**src/rtl/request_unit_if.sv**
```systemverilog
// Bundle between the request unit, the instruction/data memories and the control unit.
// master: the request unit; slave: the memory/control-unit side.
interface request_unit_if #(
    parameter int WORD_W = 32
);
    logic              ihit;
    logic [WORD_W-1:0] iload;
    logic              dhit;
    logic              cu_dREN;
    logic              cu_dWEN;
    logic              cu_halt;
    logic              imemREN;
    logic              dmemREN;
    logic              dmemWEN;
    logic [WORD_W-1:0] instruction;
    logic              pc_en;
    logic              halt;
    logic [WORD_W-1:0] instr_count;

    modport master (
        input  ihit, iload, dhit, cu_dREN, cu_dWEN, cu_halt,
        output imemREN, dmemREN, dmemWEN, instruction, pc_en, halt, instr_count
    );

    modport slave (
        output ihit, iload, dhit, cu_dREN, cu_dWEN, cu_halt,
        input  imemREN, dmemREN, dmemWEN, instruction, pc_en, halt, instr_count
    );
endinterface

```
**src/rtl/request_unit.sv**
```systemverilog
// Multicycle fetch/execute/memory sequencer feeding the control unit: holds memory
// requests until acknowledged, pulses pc_en on retirement and counts retired instructions.
//
// state | meaning
// FETCH | instruction read outstanding, IR loads on ihit
// EXEC  | control unit decodes IR; retire, go to MEM, or halt
// MEM   | data request held until dhit
// HALT  | everything idle until reset
module request_unit #(
    parameter int WORD_W = 32
) (
    input  logic          CLK,
    input  logic          nRST,
    request_unit_if.master bus
);
    typedef enum logic [1:0] {
        FETCH = 2'd0,
        EXEC  = 2'd1,
        MEM   = 2'd2,
        HALT  = 2'd3
    } state_t;

    state_t state;
    logic   mem_op;

    assign mem_op = bus.cu_dREN | bus.cu_dWEN;

    // Decoded from state so an async reset drops every request without a clock edge.
    // Write wins over read so an illegal dREN+dWEN never issues a dual request.
    assign bus.imemREN = (state == FETCH);
    assign bus.dmemWEN = (state == MEM) & bus.cu_dWEN;
    assign bus.dmemREN = (state == MEM) & bus.cu_dREN & ~bus.cu_dWEN;
    assign bus.pc_en   = ((state == EXEC) & ~bus.cu_halt & ~mem_op)
                       | ((state == MEM) & bus.dhit);

    always_ff @(posedge CLK or negedge nRST) begin
        if (!nRST) begin
            state           <= FETCH;
            bus.instruction <= '0;
            bus.halt        <= 1'b0;
            bus.instr_count <= '0;
        end else begin
            if (bus.pc_en) begin
                bus.instr_count <= bus.instr_count + WORD_W'(1);
            end
            case (state)
                FETCH: begin
                    if (bus.ihit) begin
                        bus.instruction <= bus.iload;
                        state           <= EXEC;
                    end
                end
                EXEC: begin
                    if (bus.cu_halt) begin
                        bus.halt <= 1'b1;
                        state    <= HALT;
                    end else if (mem_op) begin
                        state <= MEM;
                    end else begin
                        state <= FETCH;
                    end
                end
                MEM: begin
                    if (bus.dhit) begin
                        state <= FETCH;
                    end
                end
                HALT: begin
                    state <= HALT;
                end
                default: begin
                    state <= FETCH;
                end
            endcase
        end
    end
endmodule

```
**src/flat_wrapper.sv**
```systemverilog
// flat-port wrapper written by rule: the top's interface ports become plain ports
module request_unit_flat 
#(
    parameter int WORD_W = 32
)
  (CLK, nRST, bus_ihit, bus_iload, bus_dhit, bus_cu_dREN, bus_cu_dWEN, bus_cu_halt, bus_imemREN, bus_dmemREN, bus_dmemWEN, bus_instruction, bus_pc_en, bus_halt, bus_instr_count);
  request_unit_if #(.WORD_W(WORD_W)) bus_i ();
  input  logic CLK;
  input  logic nRST;
  input wire logic [$bits(bus_i.ihit)-1:0] bus_ihit;
  input wire logic [$bits(bus_i.iload)-1:0] bus_iload;
  input wire logic [$bits(bus_i.dhit)-1:0] bus_dhit;
  input wire logic [$bits(bus_i.cu_dREN)-1:0] bus_cu_dREN;
  input wire logic [$bits(bus_i.cu_dWEN)-1:0] bus_cu_dWEN;
  input wire logic [$bits(bus_i.cu_halt)-1:0] bus_cu_halt;
  output wire logic [$bits(bus_i.imemREN)-1:0] bus_imemREN;
  output wire logic [$bits(bus_i.dmemREN)-1:0] bus_dmemREN;
  output wire logic [$bits(bus_i.dmemWEN)-1:0] bus_dmemWEN;
  output wire logic [$bits(bus_i.instruction)-1:0] bus_instruction;
  output wire logic [$bits(bus_i.pc_en)-1:0] bus_pc_en;
  output wire logic [$bits(bus_i.halt)-1:0] bus_halt;
  output wire logic [$bits(bus_i.instr_count)-1:0] bus_instr_count;
  assign bus_i.ihit = bus_ihit;
  assign bus_i.iload = bus_iload;
  assign bus_i.dhit = bus_dhit;
  assign bus_i.cu_dREN = bus_cu_dREN;
  assign bus_i.cu_dWEN = bus_cu_dWEN;
  assign bus_i.cu_halt = bus_cu_halt;
  assign bus_imemREN = bus_i.imemREN;
  assign bus_dmemREN = bus_i.dmemREN;
  assign bus_dmemWEN = bus_i.dmemWEN;
  assign bus_instruction = bus_i.instruction;
  assign bus_pc_en = bus_i.pc_en;
  assign bus_halt = bus_i.halt;
  assign bus_instr_count = bus_i.instr_count;
  request_unit #(.WORD_W(WORD_W)) u_core (.CLK(CLK), .nRST(nRST), .bus(bus_i));
endmodule
```
**config.mk**
```make
export PLATFORM = sky130hd
export DESIGN_NAME = request_unit_flat
export DESIGN_NICKNAME = d
export VERILOG_FILES = /design/src/rtl/request_unit_if.sv /design/src/rtl/request_unit.sv /design/src/flat_wrapper.sv
export SDC_FILE = /design/constraint.sdc
export NUM_CORES = 1
export LEC_CHECK = 0
export ABC_CLOCK_PERIOD_IN_PS = 1900
export BUFFER_PORTS_ARGS = -buffer_cell sky130_fd_sc_hd__clkbuf_2
export CELL_PAD_IN_SITES_DETAIL_PLACEMENT = 1
export CELL_PAD_IN_SITES_GLOBAL_PLACEMENT = 1
export CORE_UTILIZATION = 40
export CTS_BUF_LIST = sky130_fd_sc_hd__clkbuf_8
export DETAILED_ROUTE_END_ITERATION = 10
export PLACE_DENSITY = 0.88
export SYNTH_ARGS = -nofsm -noshare
export SYNTH_HDL_FRONTEND = slang
export SYNTH_SLANG_ARGS = --single-unit
```
**constraint.sdc**
```tcl
create_clock -name CLK -period 1.9 [get_ports CLK]
set_input_delay 0.38 -clock CLK [delete_from_list [all_inputs] [get_ports CLK]]
set_output_delay 0.38 -clock CLK [all_outputs]
set_load 0.02 [all_outputs]
```
---- Word-level counts from Yosys, hierarchy flattened ----
Cells that the tools add are included.
word-level totals
  flip-flop bits (word level) ............. 67
  bits of input ports ..................... 39
  output and inout bits ................... 69
  logic and storage cells ................. 30
operators by class
  $add $sub $neg .......................... 1
  eq/ne operators ......................... 5
  mux-type cells .......................... 5
  bitwise logic cells ..................... 11
  reductions and logical operators ........ 4
operator list
  cell                     number
  $add A32 B1 Y32 const B  1
  $mux W2                  4
  $pmux W2 S4              1
  $and A1 B1 Y1            6
  $reduce_and A2 Y1        3
  $eq A2 B2 Y1 const B     2
  $ne A2 B2 Y1 const B     2
  $not A1 Y1               3
  $eq A2 B1 Y1 const B     1
  $logic_not A2 Y1         1
  $or A1 B1 Y1             2

---- Longest topological paths before layout ----
  depth after elaboration ................. 4
  gate-level depth with buffers ........... 6
  mapped depth without buffers ............ 5

---- Worst setup path before layout ----
Ideal clock, no wire load.
  path kind ............................... reg-to-reg
  start ................................... register u_core.bus.instr_count[0]
  end ..................................... register u_core.bus.instr_count[22]
  library setup time ...................... 0.080 ns
  data arrival time ....................... 1.830 ns
  required time ........................... 1.820 ns
  setup slack ............................. -0.010 ns
  stages on the path, launching flop included .. 7
  path buffers ............................ 1
  period minus slack after synthesis ...... 1.910 ns
  cell sequence ........................... dfrtp_1 ha_1 nand3_1 or4_1 buf_2 nor4_2 xor2_1
between the ends
  word-level cells in the longest chain between the ends .. 1
ends and longest elaborated chain
  item                    line                   RTL
  from (decl)             request_unit_if.sv:22  output imemREN, dmemREN, dmemWEN, instruction, pc_en, halt, instr_count
  from (signal assigned)  request_unit.sv:44     bus.instr_count <= bus.instr_count + WORD_W'(1);
  $add A32 B1 Y32         request_unit.sv:44
Every way passes these cells.
A chain may end at the register's enable or synchronous reset.

---- Worst setup path after layout ----
  start ................................... register u_core.state[1]
  end ..................................... output bus_pc_en
between the ends
  word-level cells in the longest chain between the ends .. 4
  elaborated cells between the ends (all ways) .. 6
  classes of those cells .................. eq/ne (2); bitwise (4)
ends and longest elaborated chain
  item                        line                RTL
  from (decl)                 request_unit.sv:23  state_t state;
  from (signal assigned)      request_unit.sv:38  state <= FETCH;
  from (signal assigned)      request_unit.sv:50  state <= EXEC;
  from (signal assigned)      request_unit.sv:56  state <= HALT;
  $eq A2 B1 Y1                request_unit.sv:33  assign bus.pc_en = ((state == EXEC) & ~bus.cu_halt & ~mem_op)
  $and A1 B1 Y1 (2 in a row)  request_unit.sv:33
  $or A1 B1 Y1 (*)            request_unit.sv:34  | ((state == MEM) & bus.dhit);
  to (decl)                   flat_wrapper.sv:20  output wire logic [$bits(bus_i.pc_en)-1:0] bus_pc_en;
Every way passes the cells marked *; elsewhere a longest branch is shown, timed or not.

==> impl_metrics.tcl <==
set metrics [dict create \
    nNetsFinal 395 \
    die_area_sq_mm 0.007868 \
    slew_headroom_pct 70.33 \
    synth-async-reset-ratio_pct 100.0 \
    port_buffers 107 \
    clk_pin_slew_worst_paths_ps 70 \
    antenna_found_initial 0 \
    netSwitchingFraction_pct 36.73 \
    n_antenna_cell 0 \
    detail_route.iter0.violations 62 \
    grt_pass1_vias 2313 \
    synth_cells 232 \
    vias 2324 \
    core_area_sq_mm 0.007253 \
    critPathKind "flop to primary output" \
    worst_pin_slew_ps 440.9 \
    place_inst 438 \
    gp_congestion 0.7577 \
    ys_types 36 \
    vdd_drop_max_mv 0.4846 \
    synth_fa_ha_area_share_pct 0.4161 \
    power.density_mw_per_mm2 1400 \
    status "finished, final reports clean" \
    synth_xor_area_share_pct 9.030 \
    grt_pass1_wl_um 11400 \
    p_leak_uw 0.002103 \
    fin_area_sq_mm 0.004023 \
    final_cell_mix "clkbuf_2 (105), dfrtp_1 (65), mux2_2 (32), xor2_1 (24), buf_4 (16)" \
    yosys_register_bits 67 \
    syn_area_sq_mm 0.003007 \
    rsz0062_at_grt "true" \
    intPower_uw 3562 \
    power.share.clock_pct 23.8 \
    final_common_cell "clkbuf_2" \
    min_period_ps 1869 \
    fmaxAchievable_mhz 535.1 \
    comb_power_share_pct 38.7 \
    yosys_most_used_dff "dfrtp_1" \
    initial_core_util_pct 41.45 \
    dp_hpwl_um 5452 \
    viasPerCell 5.063 \
    arrival_ps 1490 \
    hold_class "primary input to asynchronous set/reset pin" \
    setup_violations 0 \
    cts_max_level 3 \
    num_rows 31 \
    die_h_um 88.70 \
    drtAntennaViolNets 0 \
    final_cells 459 \
    drv_slew 0 \
    cp-start-kind "flop" \
    fin_crit_sh_pct 98.37 \
    hold_buffers 0 \
    p_seq_share_pct 37.5 \
    grt_max_degree 68 \
    cts.sink_count 67 \
    syn_to_final_growth_pct 33.79 \
    crit_fanout 5 \
    drv_cap 0 \
    switchingPower_uw 2068 \
    synth_compound_area_share_pct 1.457 \
    dpl-instance-area_sq_mm 0.003722 \
    place_ws_ps -40.29 \
    finalSetupTns_ps 0 \
    synth-seq-area-share_pct 55.76 \
    r2r_setup_slack_ps 100 \
    top_level_ports 108 \
    crit_path_end_kind "primary output" \
    grt.total_usage_pct 19.77 \
    synth_edf_count 0 \
    cts_buffer_depth 2 \
    wire_per_inst_um 16.64 \
    drt_first_pass_iters 4 \
    cts-root-buf "clkbuf_8" \
    grt.overflow.total 0 \
    synthMuxAreaShare_pct 11.99 \
    setup_slack_ps 31.06 \
    wirelength_um 7636 \
    ff2ff_path_depth 5 \
    cts_buffers 9 \
    insertion_delay_ps 350 \
    synth-simple-area-share_pct 18.73 \
    synth.avg_cell_area_sq_um 12.96 \
    synthesis.nets 272 \
    drive_gt1_share_pct 54.72 \
    drc 0 \
    required_ps 1520 \
    final_hold_viol_count 0 \
    ys_warn_count 0 \
    die_x_um 88.70 \
    finClkSkew_ps 7.337 \
    cts_tree "done" \
    synth_top_family_by_area "simple AND/OR/NAND/NOR gates" \
]
[worst paths after layout]
check | startpoint | end
worst max-delay path | u_core.state[1] | bus_pc_en
worst min-delay path | nRST | u_core.bus.instr_count[18]
worst max register to register | u_core.bus.instr_count[0] | u_core.bus.instr_count[22]
worst min register to register | u_core.bus.halt | u_core.bus.halt
max in group asynchronous | nRST | u_core.bus.instr_count[8]
min in group CLK | bus_iload[13] | u_core.bus.instruction[13]
[flip-flops by register name, indices dropped and copies added (netlist names)]
| register | flops |
|---|---|
| u_core.bus.instruction | 32 |
| u_core.bus.instr_count | 32 |
| u_core.state | 2 |
| u_core.bus.halt | 1 |
[synth_stat cells (2+ instances only)]
cell / n / area, sq um
nand4_1: 8 / 50.05
inv_1: 2 / 7.510
nor2_1: 2 / 7.510
and4_1: 2 / 17.52
dfrtp_1: 67 / 1677
and3_1: 4 / 25.02
mux2_2: 32 / 360.4
buf_2: 9 / 45.04
nor3_2: 2 / 20.02
nand3_2: 2 / 20.02
nor4b_1: 2 / 17.52
clkbuf_1: 2 / 7.510
nand3_1: 11 / 55.05
nand2_1: 15 / 56.30
nor3_1: 5 / 25.02
nor4_2: 7 / 87.58
a21oi_1: 2 / 10.01
xnor2_1: 7 / 61.31
and2_1: 5 / 31.28
xor2_1: 24 / 210.2
nor4_4: 3 / 63.81
nor4_1: 5 / 31.28
[area by class of cell]
| type | instances | area (sq um) |
|---|---|---|
| inverters | 3 | 13.76 |
| clock buffers | 10 | 137.6 |
| fillers | 784 | 3231 |
| clock inverters | 6 | 88.84 |
| multi-input cells | 149 | 1277 |
| flip-flops and latches | 67 | 1679 |
| repair buffers | 125 | 701.9 |
| well taps | 99 | 123.9 |
[metal layers]
layer	up-vias	GRT usage (%)	wire length (um)
li1	1068	-	-
met1	1150	23.05	3180
met2	91	33.64	3806
met3	15	5.877	506
met4	0	8.944	144
met5	-	0	0
[repair_timing]
| item | 4_1_cts | 5_1_grt |
|---|---|---|
| hold endpoints to repair | 0 | 0 |
| resized for setup | 2 | 9 |
| pin swaps | 1 | 4 |
| buffers inserted | 0 | 5 |
| endpoints found under the setup margin | 6 | 6 |
[cells by family after synthesis]
| group | Yosys count |
|---|---|
| XOR/XNOR | 31 |
| flip-flops | 67 |
| multiplexers | 32 |
| adder cells (fa/ha/maj) | 1 |
| AO/OA/AOI/OAI | 5 |
| buffers and inverters | 16 |
| AND/OR/NAND/NOR | 80 |
[through the flow]
| step | power [uW] | hold slack, ps | util (%) |
|---|---|---|---|
| after global placement | 4127 | 425.4 | 51.32 |
| after detailed placement | 4247 | 429.5 | 51.32 |
| after global routing | 5958 | 49.67 | 55.46 |
| after floorplan | 3409 | 84.41 | - |
| final | 5631 | 29.10 | 55.46 |
| after CTS | 5592 | 40.06 | 54.53 |
[power by group through the flow]
stage / sequential, uW / combinational, uW / clock, uW
3_3_place_gp: 2090 / 2040 / 0
2_1_floorplan: 2630 / 783 / 0
4_1_cts: 2120 / 2110 / 1370
3_5_place_dp: 2150 / 2100 / 0
5_1_grt: 2170 / 2370 / 1420
6_report: 2110 / 2180 / 1340
[worst max-delay path: stages (launching register included)]
cell and delay [ps]:
dfrtp_1 420, and2b_2 240, a22oi_4 290, inv_4 50, buf_6 130
Note: power is estimated with default switching activity, not from simulation.
